$ cat config.mk
export PLATFORM = sky130hd
export DESIGN_NAME = fetch_sequencer
export DESIGN_NICKNAME = d
export VERILOG_FILES = /design/src/rtl/fetch_sequencer.sv
export SDC_FILE = /design/constraint.sdc
export NUM_CORES = 1
export LEC_CHECK = 0
export CORE_MARGIN = 10
export CORE_UTILIZATION = 32
export DETAILED_ROUTE_END_ITERATION = 10
export DONT_BUFFER_PORTS = 1
export HOLD_SLACK_MARGIN = 0.05
export PLACE_DENSITY = 0.54
export SLEW_MARGIN = 20
export SYNTH_ARGS = -nofsm -noshare
export SYNTH_HDL_FRONTEND = slang
export SYNTH_SLANG_ARGS = --single-unit
$ cat constraint.sdc
create_clock -name clk -period 3.2 [get_ports clk]
set_input_delay 0 -clock clk [delete_from_list [all_inputs] [get_ports clk]]
set_output_delay 0 -clock clk [all_outputs]
set_load 0.05 [all_outputs]
$ cat src/rtl/fetch_sequencer.sv
// fetch_sequencer: IF-stage control. Decides PC advance/hold/redirect and
// IF/ID load/hold/flush, sequences boot bubbles and halt/resume, buffers one
// redirect that arrives while halted, and keeps fetch-side perf counters.
module fetch_sequencer #(
  parameter int unsigned BOOT_CYCLES = 1
) (
  input  logic        clk,
  input  logic        reset,
  input  logic        stall_req,
  input  logic        br_taken,
  input  logic [63:0] br_target,
  input  logic        halt_req,
  input  logic        resume,
  output logic        pc_we,
  output logic        pc_sel,
  output logic [63:0] redirect_pc,
  output logic        ifid_we,
  output logic        ifid_flush,
  output logic        fetch_valid,
  output logic [31:0] fetch_count,
  output logic [15:0] stall_count
);

  localparam int unsigned BOOT_CNT_W = 4;
  localparam int unsigned PC_W       = 64;
  localparam logic [BOOT_CNT_W-1:0] BOOT_LAST = BOOT_CNT_W'(BOOT_CYCLES - 1);

  typedef enum logic [1:0] {
    ST_BOOT = 2'd0,
    ST_RUN  = 2'd1,
    ST_HALT = 2'd2
  } state_t;

  state_t                state, state_nxt;
  logic [BOOT_CNT_W-1:0] boot_cnt, boot_cnt_nxt;
  logic                  pend_valid, pend_valid_nxt;
  logic [PC_W-1:0]       pend_pc, pend_pc_nxt;
  logic                  fetch_inc;
  logic                  stall_inc;

  // State, pending redirect and counter registers.
  always_ff @(posedge clk) begin
    if (reset) begin
      state       <= ST_BOOT;
      boot_cnt    <= '0;
      pend_valid  <= 1'b0;
      pend_pc     <= '0;
      fetch_count <= '0;
      stall_count <= '0;
    end else begin
      state      <= state_nxt;
      boot_cnt   <= boot_cnt_nxt;
      pend_valid <= pend_valid_nxt;
      pend_pc    <= pend_pc_nxt;
      if (fetch_inc) begin
        fetch_count <= fetch_count + 32'd1;
      end
      if (stall_inc && (stall_count != 16'hFFFF)) begin
        stall_count <= stall_count + 16'd1;
      end
    end
  end

  // Next-state and combinational fetch-control outputs.
  always_comb begin
    state_nxt      = state;
    boot_cnt_nxt   = boot_cnt;
    pend_valid_nxt = pend_valid;
    pend_pc_nxt    = pend_pc;
    fetch_inc      = 1'b0;
    stall_inc      = 1'b0;
    pc_we          = 1'b0;
    pc_sel         = 1'b0;
    redirect_pc    = '0;
    ifid_we        = 1'b1;
    ifid_flush     = 1'b1;
    fetch_valid    = 1'b0;

    unique case (state)
      ST_BOOT: begin
        boot_cnt_nxt = boot_cnt + BOOT_CNT_W'(1);
        if (boot_cnt == BOOT_LAST) begin
          state_nxt = ST_RUN;
        end
      end

      ST_RUN: begin
        if (br_taken) begin
          pc_we       = 1'b1;
          pc_sel      = 1'b1;
          redirect_pc = br_target;
        end else if (stall_req) begin
          ifid_we    = 1'b0;
          ifid_flush = 1'b0;
          stall_inc  = 1'b1;
        end else if (halt_req) begin
          state_nxt = ST_HALT;
        end else begin
          pc_we       = 1'b1;
          ifid_flush  = 1'b0;
          fetch_valid = 1'b1;
          fetch_inc   = 1'b1;
        end
      end

      ST_HALT: begin
        if (resume) begin
          state_nxt      = ST_RUN;
          pend_valid_nxt = 1'b0;
          pend_pc_nxt    = '0;
          // A branch arriving with resume is newer than the buffered one.
          if (br_taken) begin
            pc_we       = 1'b1;
            pc_sel      = 1'b1;
            redirect_pc = br_target;
          end else if (pend_valid) begin
            pc_we       = 1'b1;
            pc_sel      = 1'b1;
            redirect_pc = pend_pc;
          end
        end else if (br_taken) begin
          pend_valid_nxt = 1'b1;
          pend_pc_nxt    = br_target;
        end
      end

      default: begin
        state_nxt = ST_BOOT;
      end
    endcase

    // Reset holds fetch in a flushed bubble regardless of current state.
    if (reset) begin
      pc_we       = 1'b0;
      pc_sel      = 1'b0;
      redirect_pc = '0;
      ifid_we     = 1'b1;
      ifid_flush  = 1'b1;
      fetch_valid = 1'b0;
    end
  end

endmodule

==> impl_metrics.csv <==
group,metric,value,unit
layout,layout.nets,903,
worst_setup_path,cp_common_cell,"buf_4",
die,die_x,154,um
routing,top_layer,"met4",
sta,holdWs,0.0901,ns
clock_tree,post_cts_buffers,0,
sta,tightest_slew,1.10,ns
sta,period_share,89.5,%
worst_setup_path,cp_data_arrival_time,2.86,ns
clock_tree,clkLatencyLatePin,0.41,ns
logic_synthesis,ys_seq_area_share,41.7,%
sta,fin_skew,0.00704,ns
status,outcome,"completed",
sta,fmax,349,MHz
placed_design,place_inst,960,
logic_synthesis,synth_nets,781,
clock_tree,clockBufferDepth,2,
routing,num_vias,6110,
die,core,17400,um2
layout,layout_common_cells,"nor2_1 (150), dfxtp_1 (119), a22oi_1 (118), buf_4 (92), dlygate4sd3_1 (71)",
grt,track_usage,16.6,%
power,switching_share,30.7,%
grt,grt_pass1_wl,32600,um
die,die_h,154,um
grt,grt_max_degree,120,
routing,wl_met2,9970,um
die,die-area,23600,um2
routing,drtIter0Drc,412,
routing,postRouteAntennaNets,0,
sta,timing.slew.headroom,26.5,%
logic_synthesis,avgSynthCellArea,8.12,um2
sta,period_minus_slack,2.86,ns
sta,grt_setup_unrepaired,"false",
worst_setup_path,start_kind,"flip-flop",
worst_setup_path,critPathKind,"reg2out",
routing,dr_wl_met3,2020,um
placed_design,hpwl,13000,um
layout,stdcell_count,1064,
logic_synthesis,synth_area,5710,um2
clock_tree,cts_made_buffers,17,
die,rows,48,
power,max-vdd-ir-drop,0.389,mV
clock_tree,cts_hold_buffers,72,
logic_synthesis,synth.top_cells.by_area,"dfxtp_1 (42%), a22oi_1 (16%), nor2_1 (9.9%)",
die,start_util,32.8,%
layout,area_delta_synth_final,38.3,%
worst_setup_path,crit_family,"buffers and inverters",
placed_design,port_buffers,0,
power,p_sw,0.00144,W
logic_synthesis,synthCells,704,
sta,setup_viol,0,
logic_synthesis,yosysUniqueCellTypes,44,
power,intPower,0.00325,W
worst_setup_path,crit_slowest_cell,"buf_4",
power,power_leakage,2.76,nW
sta,hold_viol,0,
clock_tree,cts_tree,"done",
logic_synthesis,ys_ff_latch,119,
layout,antenna_cells,0,
power,p_comb_share,21.3,%
clock_tree,cts_num_sinks,119,
placed_design,dp_slack,0.526,ns
worst_setup_path,crit_fanout,53,
routing,viasPerCell,5.74,
routing,drt-total-wl,20700,um
power,pwr-share-seq,34.0,%
layout,n_fill_cell,1682,
grt,gr-total-overflow,0,
layout,final_common_cell,"nor2_1",
routing,drt-met1-wl,8190,um
routing,dr.pass1.iters,5,
min_path,hold_path.class,"in2reg",
clock_tree,cts.clk_slew.worst_paths,0.06,ns
sta,fin_ws,0.337,ns
die,io_pins,187,
worst_setup_path,max_stage_delay,0.48,ns
sta,slew_violations,0,
placed_design,globalplace.congestion,0.800,
layout,drive_gt1_share,17.5,%
logic_synthesis,yosysTopAreaCellShare,41.7,%
sta,tns,0,ns
worst_setup_path,critPathRequiredTime,3.20,ns
clock_tree,cts_resized,0,
worst_setup_path,endpoint_kind,"output pin",
job,maxCapViolations,0,
power,clockPowerShare,44.8,%
logic_synthesis,synth-edff-count,0,
clock_tree,cts-root-buf,"clkbuf_16",
logic_synthesis,yosys_warnings,0,
worst_setup_path,path_buf_inv,4,
routing,drc_errors,0,
routing,wire_per_inst,19.5,um
logic_synthesis,synthArstFlopShare,0,%
logic_synthesis,synth_largest_area_cell,"dfxtp_1",
power,pwr_density_cell,593,nW/um2
grt,grt_pass1_vias,6063,
grt,antenna_found_initial,0,
worst_setup_path,crit_path_cell_trace,"inv_1 -> ha_1 -> and3b_1 -> buf_4 -> and2_2 -> buf_4 -> a22oi_1 -> nor2_1 -> buf_4",
logic_synthesis,synth_ff_type,"dfxtp_1",
clock_tree,cts_max_level,4,
## flip-flops by register name (all words and copies together), names as in the netlist
register	flops
pend_pc	64
fetch_count	32
stall_count	16
boot_cnt	4
state	2
pend_valid	1
## worst min-delay path, stage by stage
cell	delay, ns
o21ai_4	0.18
a22oi_1	0.20
nor2_1	0.05
## worst paths after layout
kind                                start                      endpoint  slack [ns]  cells past startpoint
max                 state[0]$_SDFFE_PP0P_               redirect_pc[40]        0.34                      9
min                                resume      pend_pc[20]$_SDFFE_PP0P_        0.09                      3
max reg2reg  fetch_count[12]$_SDFFE_PP0P_  fetch_count[24]$_SDFFE_PP0P_        0.50                      4
min reg2reg       pend_pc[9]$_SDFFE_PP0P_       pend_pc[9]$_SDFFE_PP0P_        0.50                      2
## logic make-up after synthesis
family	Yosys count	share of synthesized area, %
AOI/OAI and AO/OA	209	25.0
DFF	119	41.7
buffers and inverters	74	5.21
and+or+nand+nor	277	23.7
adders and majority gates	7	1.53
xor gates and xnor gates	15	2.30
muxes	3	0.526
## cells in the mapped netlist, drive strengths merged (3+ instances only)
cell / count
clkbuf: 52
or3: 8
and4: 6
o31ai: 26
o21ai: 10
xnor2: 6
a21oi: 48
mux2i: 3
nand2: 20
inv: 12
ha: 7
a22oi: 118
and3: 4
or4: 27
nand3: 12
nor3: 17
dfxtp: 119
buf: 10
xor2: 9
nor2: 150
nand4: 16
## metal layers
layer | global-route usage [%] | vias to the layer above
met5 | 0 | -
met3 | 7.06 | 42
met1 | 18.9 | 2947
met2 | 26.8 | 281
met4 | 6.84 | 0
li1 | - | 2840
## power groups by stage
stage | sequential, W | combinational (W) | clock, W
finish | 0.00159 | 0.000997 | 0.00210
global route | 0.00160 | 0.00108 | 0.00220
CTS | 0.00159 | 0.000998 | 0.00213
detailed placement | 0.00162 | 0.000889 | 0
global placement | 0.00162 | 0.000867 | 0
floorplan | 0.00162 | 0.000679 | 0
## layout make-up
cell class	instances	area (um2)	area share (%)
flip-flops and latches	119	2380	30.1
clock inverters	13	194	2.45
multi-input cells	511	3100	39.2
clock buffers	19	453	5.73
repair buffers	165	1450	18.3
well taps	225	282	3.56
inverters	12	45.0	0.570
## stage by stage
step | area (um2) | total power, W | util [%]
final | 7910 | 0.00469 | 45.4
after detailed placement | 6520 | 0.00251 | 37.4
after floorplan | 5710 | 0.00230 | -
after CTS | 7910 | 0.00472 | 45.4
after global routing | 7910 | 0.00488 | 45.4
after global placement | 6520 | 0.00248 | 37.4
Power figures use the tool's default switching activity.
